==> src/rtl/mem_bus_if.sv <==
// Core-side request/response and external-memory pin bundle for mem_bus_interface.
// slave = the bus interface block, master = the core / pin environment.
interface mem_bus_if #(
  parameter int ADDR_W = 16,
  parameter int PIN_W  = 8,
  parameter int WAIT_W = 4
);
  logic              req_valid;
  logic              req_ready;
  logic              req_we;
  logic [ADDR_W-1:0] req_addr;
  logic [PIN_W-1:0]  req_wdata;
  logic [WAIT_W-1:0] wait_states;
  logic              ext_rdy;
  logic              rsp_valid;
  logic              rsp_err;
  logic [PIN_W-1:0]  rsp_rdata;
  logic [1:0]        phase;
  logic [PIN_W-1:0]  uo_out;
  logic [PIN_W-1:0]  uio_in;
  logic [PIN_W-1:0]  uio_out;
  logic [PIN_W-1:0]  uio_oe;

  modport slave (
    input  req_valid, req_we, req_addr, req_wdata, wait_states, ext_rdy, uio_in,
    output req_ready, rsp_valid, rsp_err, rsp_rdata, phase, uo_out, uio_out, uio_oe
  );

  modport master (
    output req_valid, req_we, req_addr, req_wdata, wait_states, ext_rdy, uio_in,
    input  req_ready, rsp_valid, rsp_err, rsp_rdata, phase, uo_out, uio_out, uio_oe
  );
endinterface

==> src/rtl/mem_bus_interface.sv <==
// External-memory bus interface: one request at a time, address multiplexed MSB slice
// first over uo_out, data on uio, programmable wait states and ext_rdy stall timeout.
//
// state | meaning
// IDLE  | ready for a request, pins released
// ADDR  | address slices driven, idx counts down to 0
// DATA  | wait states, then wait for ext_rdy (or timeout)
// DONE  | one-cycle response strobe
module mem_bus_interface #(
  parameter int ADDR_W  = 16,
  parameter int PIN_W   = 8,
  parameter int WAIT_W  = 4,
  parameter int TIMEOUT = 255
) (
  input logic     clk,
  input logic     rst_n,
  mem_bus_if.slave bus
);
  localparam int NSLICE = ADDR_W / PIN_W;
  localparam int IDX_W  = (NSLICE > 1) ? $clog2(NSLICE) : 1;
  localparam int ST_W   = (TIMEOUT > 1) ? $clog2(TIMEOUT + 1) : 1;

  typedef enum logic [1:0] {
    S_IDLE = 2'b00,
    S_ADDR = 2'b01,
    S_DATA = 2'b10,
    S_DONE = 2'b11
  } state_t;

  state_t            state_q, state_d;
  logic [ADDR_W-1:0] addr_q, addr_d;
  logic              we_q, we_d;
  logic [PIN_W-1:0]  wdata_q, wdata_d;
  logic [IDX_W-1:0]  idx_q, idx_d;
  logic [WAIT_W-1:0] wcnt_q, wcnt_d;
  logic [ST_W-1:0]   stall_q, stall_d;
  logic [PIN_W-1:0]  rdata_q, rdata_d;
  logic              err_q, err_d;
  logic              rsp_valid_q, rsp_valid_d;
  logic [ST_W:0]     stall_inc;
  logic [NSLICE-1:0][PIN_W-1:0] slices;

  always_ff @(posedge clk) begin
    if (!rst_n) begin
      state_q     <= S_IDLE;
      addr_q      <= '0;
      we_q        <= 1'b0;
      wdata_q     <= '0;
      idx_q       <= '0;
      wcnt_q      <= '0;
      stall_q     <= '0;
      rdata_q     <= '0;
      err_q       <= 1'b0;
      rsp_valid_q <= 1'b0;
    end else begin
      state_q     <= state_d;
      addr_q      <= addr_d;
      we_q        <= we_d;
      wdata_q     <= wdata_d;
      idx_q       <= idx_d;
      wcnt_q      <= wcnt_d;
      stall_q     <= stall_d;
      rdata_q     <= rdata_d;
      err_q       <= err_d;
      rsp_valid_q <= rsp_valid_d;
    end
  end

  assign stall_inc = {1'b0, stall_q} + {{ST_W{1'b0}}, 1'b1};

  always_comb begin
    state_d = state_q;
    addr_d  = addr_q;
    we_d    = we_q;
    wdata_d = wdata_q;
    idx_d   = idx_q;
    wcnt_d  = wcnt_q;
    stall_d = stall_q;
    rdata_d = rdata_q;
    err_d   = err_q;
    unique case (state_q)
      S_IDLE: begin
        if (bus.req_valid) begin
          addr_d  = bus.req_addr;
          we_d    = bus.req_we;
          wdata_d = bus.req_wdata;
          idx_d   = IDX_W'(NSLICE - 1);
          wcnt_d  = bus.wait_states;
          stall_d = '0;
          state_d = S_ADDR;
        end
      end
      S_ADDR: begin
        if (idx_q == '0) state_d = S_DATA;
        else             idx_d   = idx_q - 1'b1;
      end
      S_DATA: begin
        if (wcnt_q != '0) begin
          wcnt_d = wcnt_q - 1'b1;
        end else if (bus.ext_rdy) begin
          if (!we_q) rdata_d = bus.uio_in;
          err_d   = 1'b0;
          state_d = S_DONE;
        end else if (TIMEOUT != 0) begin
          stall_d = stall_inc[ST_W-1:0];
          // abort on the edge where the stall count reaches TIMEOUT
          if (stall_inc == (ST_W+1)'(TIMEOUT)) begin
            err_d   = 1'b1;
            rdata_d = '0;
            state_d = S_DONE;
          end
        end
      end
      S_DONE: state_d = S_IDLE;
      default: state_d = S_IDLE;
    endcase
  end

  assign rsp_valid_d = (state_d == S_DONE);
  assign slices      = addr_q;

  always_comb begin
    bus.req_ready = 1'b0;
    bus.uo_out    = '0;
    bus.uio_out   = '0;
    bus.uio_oe    = '0;
    unique case (state_q)
      S_IDLE: bus.req_ready = 1'b1;
      S_ADDR: begin
        bus.uo_out  = slices[idx_q];
        bus.uio_out = {{(PIN_W-1){1'b0}}, ~we_q};
        bus.uio_oe  = '1;
      end
      S_DATA: begin
        bus.uo_out = slices[0];
        if (we_q) begin
          bus.uio_out = wdata_q;
          bus.uio_oe  = '1;
        end
      end
      default: ;
    endcase
  end

  assign bus.phase     = state_q;
  assign bus.rsp_valid = rsp_valid_q;
  assign bus.rsp_err   = err_q;
  assign bus.rsp_rdata = rdata_q;
endmodule

==> src/flat_wrapper.sv <==
// flat-port wrapper written by rule: the top's interface ports become plain ports
module mem_bus_interface_flat 
#(
  parameter int ADDR_W  = 16,
  parameter int PIN_W   = 8,
  parameter int WAIT_W  = 4,
  parameter int TIMEOUT = 255
)
  (clk, rst_n, bus_req_valid, bus_req_we, bus_req_addr, bus_req_wdata, bus_wait_states, bus_ext_rdy, bus_uio_in, bus_req_ready, bus_rsp_valid, bus_rsp_err, bus_rsp_rdata, bus_phase, bus_uo_out, bus_uio_out, bus_uio_oe);
  mem_bus_if #(.ADDR_W(ADDR_W), .PIN_W(PIN_W), .WAIT_W(WAIT_W)) bus_i ();
  input logic clk;
  input logic rst_n;
  input wire logic [$bits(bus_i.req_valid)-1:0] bus_req_valid;
  input wire logic [$bits(bus_i.req_we)-1:0] bus_req_we;
  input wire logic [$bits(bus_i.req_addr)-1:0] bus_req_addr;
  input wire logic [$bits(bus_i.req_wdata)-1:0] bus_req_wdata;
  input wire logic [$bits(bus_i.wait_states)-1:0] bus_wait_states;
  input wire logic [$bits(bus_i.ext_rdy)-1:0] bus_ext_rdy;
  input wire logic [$bits(bus_i.uio_in)-1:0] bus_uio_in;
  output wire logic [$bits(bus_i.req_ready)-1:0] bus_req_ready;
  output wire logic [$bits(bus_i.rsp_valid)-1:0] bus_rsp_valid;
  output wire logic [$bits(bus_i.rsp_err)-1:0] bus_rsp_err;
  output wire logic [$bits(bus_i.rsp_rdata)-1:0] bus_rsp_rdata;
  output wire logic [$bits(bus_i.phase)-1:0] bus_phase;
  output wire logic [$bits(bus_i.uo_out)-1:0] bus_uo_out;
  output wire logic [$bits(bus_i.uio_out)-1:0] bus_uio_out;
  output wire logic [$bits(bus_i.uio_oe)-1:0] bus_uio_oe;
  assign bus_i.req_valid = bus_req_valid;
  assign bus_i.req_we = bus_req_we;
  assign bus_i.req_addr = bus_req_addr;
  assign bus_i.req_wdata = bus_req_wdata;
  assign bus_i.wait_states = bus_wait_states;
  assign bus_i.ext_rdy = bus_ext_rdy;
  assign bus_i.uio_in = bus_uio_in;
  assign bus_req_ready = bus_i.req_ready;
  assign bus_rsp_valid = bus_i.rsp_valid;
  assign bus_rsp_err = bus_i.rsp_err;
  assign bus_rsp_rdata = bus_i.rsp_rdata;
  assign bus_phase = bus_i.phase;
  assign bus_uo_out = bus_i.uo_out;
  assign bus_uio_out = bus_i.uio_out;
  assign bus_uio_oe = bus_i.uio_oe;
  mem_bus_interface #(.ADDR_W(ADDR_W), .PIN_W(PIN_W), .WAIT_W(WAIT_W), .TIMEOUT(TIMEOUT)) u_core (.clk(clk), .rst_n(rst_n), .bus(bus_i));
endmodule
==> config.mk <==
export PLATFORM = sky130hd
export DESIGN_NAME = mem_bus_interface_flat
export DESIGN_NICKNAME = d
export VERILOG_FILES = /design/src/rtl/mem_bus_if.sv /design/src/rtl/mem_bus_interface.sv /design/src/flat_wrapper.sv
export SDC_FILE = /design/constraint.sdc
export NUM_CORES = 1
export LEC_CHECK = 0
export ABC_AREA = 1
export CORE_ASPECT_RATIO = 0.75
export CORE_UTILIZATION = 44
export DETAILED_ROUTE_END_ITERATION = 10
export PLACE_DENSITY = 0.78
export SLEW_MARGIN = 10
export SYNTH_ARGS = -nofsm -noshare
export SYNTH_HDL_FRONTEND = slang
export SYNTH_SLANG_ARGS = --single-unit
==> constraint.sdc <==
create_clock -name clk -period 4.38 [get_ports clk]
set_clock_uncertainty 0.2 [all_clocks]
set_input_delay 0.876 -clock clk [delete_from_list [all_inputs] [get_ports clk]]
set_output_delay 0.876 -clock clk [all_outputs]
set_load 0.01 [all_outputs]
==> results.md <==
* Outcome: finished clean
* Drt first pass iters at 4
* Sw Ratio at approximately two fifths
* Mux cell area share after synthesis at 0%
* Final Max Tran Viols at 0
* Largest net degree at the start of global routing at 32
* Slew HR at about three fifths
* Global placer's final weighted congestion at about 0.85
* First DRT Iteration DRCs at around 140
* Synthesis-stage register bit count at 50
* Final Cycle Share at 89.2%
* Internal at around 980 uW
* DR DRC count at 0
* Post-DP HPWL at between 4 and 5 mm
* Antenna diodes at 0
* Die footprint at around 0.0060 mm2
* GRT Total Usage at 22.5%
* Final setup violating endpoints at 0
* Area of the core at between 0.005 and 0.006 mm2
* RSZ-0062 raised after global routing: no
* Inst Count DP at 499
* Vias in the first global route at 2345
* Fmax at ~260 MHz
* Post-Syn Area at ~0.0025 mm2
* Post-Syn Nets at slightly above 400
* Hold path depth at 2
* Horiz. Die Dim at around 90 um
* Power share of the sequential group at 37.9%
* Final WS setup at between 400 and 500 ps
* Post-synthesis adder-cell area fraction at 2.98%
* Largest family of logic cells by synthesized area: simple AND/OR/NAND/NOR gates
* Worst setup SP type: flop
* Setup Fix Bufs, Post-CTS at 0
* Reg2reg path depth at 8
* TNS Setup at 0 ps
* Peak supply drop at 0.237 mV
* Post-CTS resize count at 0
* DR WL/cell at about 13 um
* Tot Pwr at roughly 1700 uW
* CTS root buf: clkbuf_8
* Crit Path Max Fanout at 15
* Sw power at 683 uW
* Pwr per Cell Area at between 400 and 500 mW/mm2
* TritonCTS Buffers at 5
* Compound-Gate Fraction of Synth Area at between 20% and 30%
* CTS tree: done
* Layout area overhead at 34.1%
* IO Pins at ~80
* Worst-skew pair later-pin latency at 310 ps
* Final hold viol count at 0
* CTS Hold Bufs at 0
* Power share of the clock group at about 17%
* Worst hold path type: reg -> reg
* WHS at 265 ps
* Clock tree sinks at 50
* Nature of the critical path endpoint: output port
* Fin nets at ~480
* Tmin final at approximately 3900 ps
* Synth Area in Simple Gates at between 20% and 30%
* First-pass GRT wire length at between 10 and 15 mm
* Final Non-Filler Cells at around 510
* Initial antenna violation count at 0
* Yosys warnings at 0
* Comb pwr share at between 40 and 50%
* FP Rows at 23
* Tightest Pin Transition at 619 ps
* Die height at 67.6 um
* Routed vias at roughly 2600
* Clock transition at path regs at roughly 90 ps
* Post-synthesis sequential area ratio at 39.7%
* Post-Synthesis Cells at roughly 370
* Crit path DAT at between 2000 and 3000 ps
* Via density at a little over 5
* WS Path Type: reg -> out
* Port bufs at 77
* Share of layout cells above drive strength 1 at 4.63%
* P_leak at around 0.0013 uW
* Post-route ant nets at 0
* DRT Wirelength at ~6.4 mm
* Post-synthesis xor/xnor area fraction at less than 1%
* MaxCap Viol Count at 0
* H-tree lvl count at 2
* Critical Path RT at around 3300 ps
* Yosys cell types at 30
* GR Overflow Total at 0
* DP Worst Slack at 866 ps
* Max Buffers Root-to-Sink at 2
* Starting Density at between 40% and 50%
* Syn_area_per_cell at about 6.9 um2
-- per-layer routing --
metal | wire length, um | global-route usage, % | vias up
li1 | - | - | 1322
met1 | 2990 | 27.9 | 1158
met2 | 2890 | 36.9 | 71
met3 | 387 | 7.33 | 9
met4 | 97 | 7.34 | 0
met5 | 0 | 0 | -
-- placed cells by master, fill, tap and decap left out, types with 2 or more instances in the layout --
master	n
a211oi_1	5
a21oi_1	36
a31oi_1	3
buf_4	3
clkbuf_8	6
clkdlybuf4s50_1	77
clkinv_1	2
clkinv_4	2
dfxtp_1	50
ha_1	6
inv_1	37
inv_2	2
nand2_1	53
nand2_2	2
nand3_1	15
nand4_1	8
nor2_1	65
o21ai_0	49
-- worst paths after layout --
| kind | start | end | slack (ps) |
|---|---|---|---|
| setup / recovery | u_core.bus.phase[0] | bus_uio_oe[5] | 470 |
| hold / removal | u_core.wcnt_q[2] | u_core.wcnt_q[2] | 260 |
| setup reg to reg | u_core.bus.phase[0] | u_core.wcnt_q[1] | 1790 |
| hold reg to reg | u_core.wcnt_q[2] | u_core.wcnt_q[2] | 260 |
-- logic make-up after synthesis --
group,count (synthesis)
buffers and inverters,63
DFF,50
adders and majority gates,6
and+or+nand+nor,145
xor gates and xnor gates,2
AOI/OAI and AO/OA,100
-- power by group through the flow --
stage	Combinational, uW	Sequential [uW]	Clock [uW]
2_1_floorplan	521	628	0
5_1_grt	842	642	316
6_report	745	630	289
3_3_place_gp	726	633	0
4_1_cts	746	628	298
3_5_place_dp	742	638	0
-- stage by stage --
step / instance area [um2] / util, %
2_1_floorplan: 2520 / -
3_3_place_gp: 3280 / 60.4
3_5_place_dp: 3280 / 60.4
4_1_cts: 3380 / 62.2
5_1_grt: 3380 / 62.2
6_report: 3380 / 62.2
-- synthesized netlist by cell type (all sizes together) --
master    n  area share [%]
o21ai    51              10
clkbuf    9             1.3
nand4     8             2.0
buf      13             3.7
a31oi     3            0.74
xnor2     1            0.35
inv      39             5.8
o2111ai   1            0.35
dfxtp    50              40
nand2    56             8.8
o21bai    1            0.45
xor2      1            0.35
nand3    15             3.0
a221oi    1            0.35
o211a     1            0.40
ha        6             3.0
clkinv    2            0.30
nor2     66             9.9
a21oi    37             7.8
a211oi    5             1.5
-- critical path: stages (launching register included) --
cell,delay [ps]
dfxtp_1,360
inv_1,90
ha_1,560
nand2_1,320
a21oi_1,530
clkdlybuf4s50_1,650
-- sequential cells by signal, summed over array words and instances, names as in the netlist --
signal and cells:
u_core.bus.rsp_rdata 8, u_core.bus.phase 2, u_core.idx_q 1, u_core.we_q 1, u_core.bus.rsp_err 1, u_core.wdata_q 8
u_core.stall_q 8, u_core.wcnt_q 4, u_core.bus.rsp_valid 1, u_core.addr_q 16
-- area by class of cell --
type / instances / area [um2]
inverters: 41 / 154
clock inverters: 2 / 17.5
multi-input cells: 253 / 1240
clock buffers: 6 / 82.6
flip-flops and latches: 50 / 1000
well taps: 75 / 93.8
fillers: 477 / 2060
repair buffers: 80 / 793
Note: power is estimated with default switching activity, not from simulation.
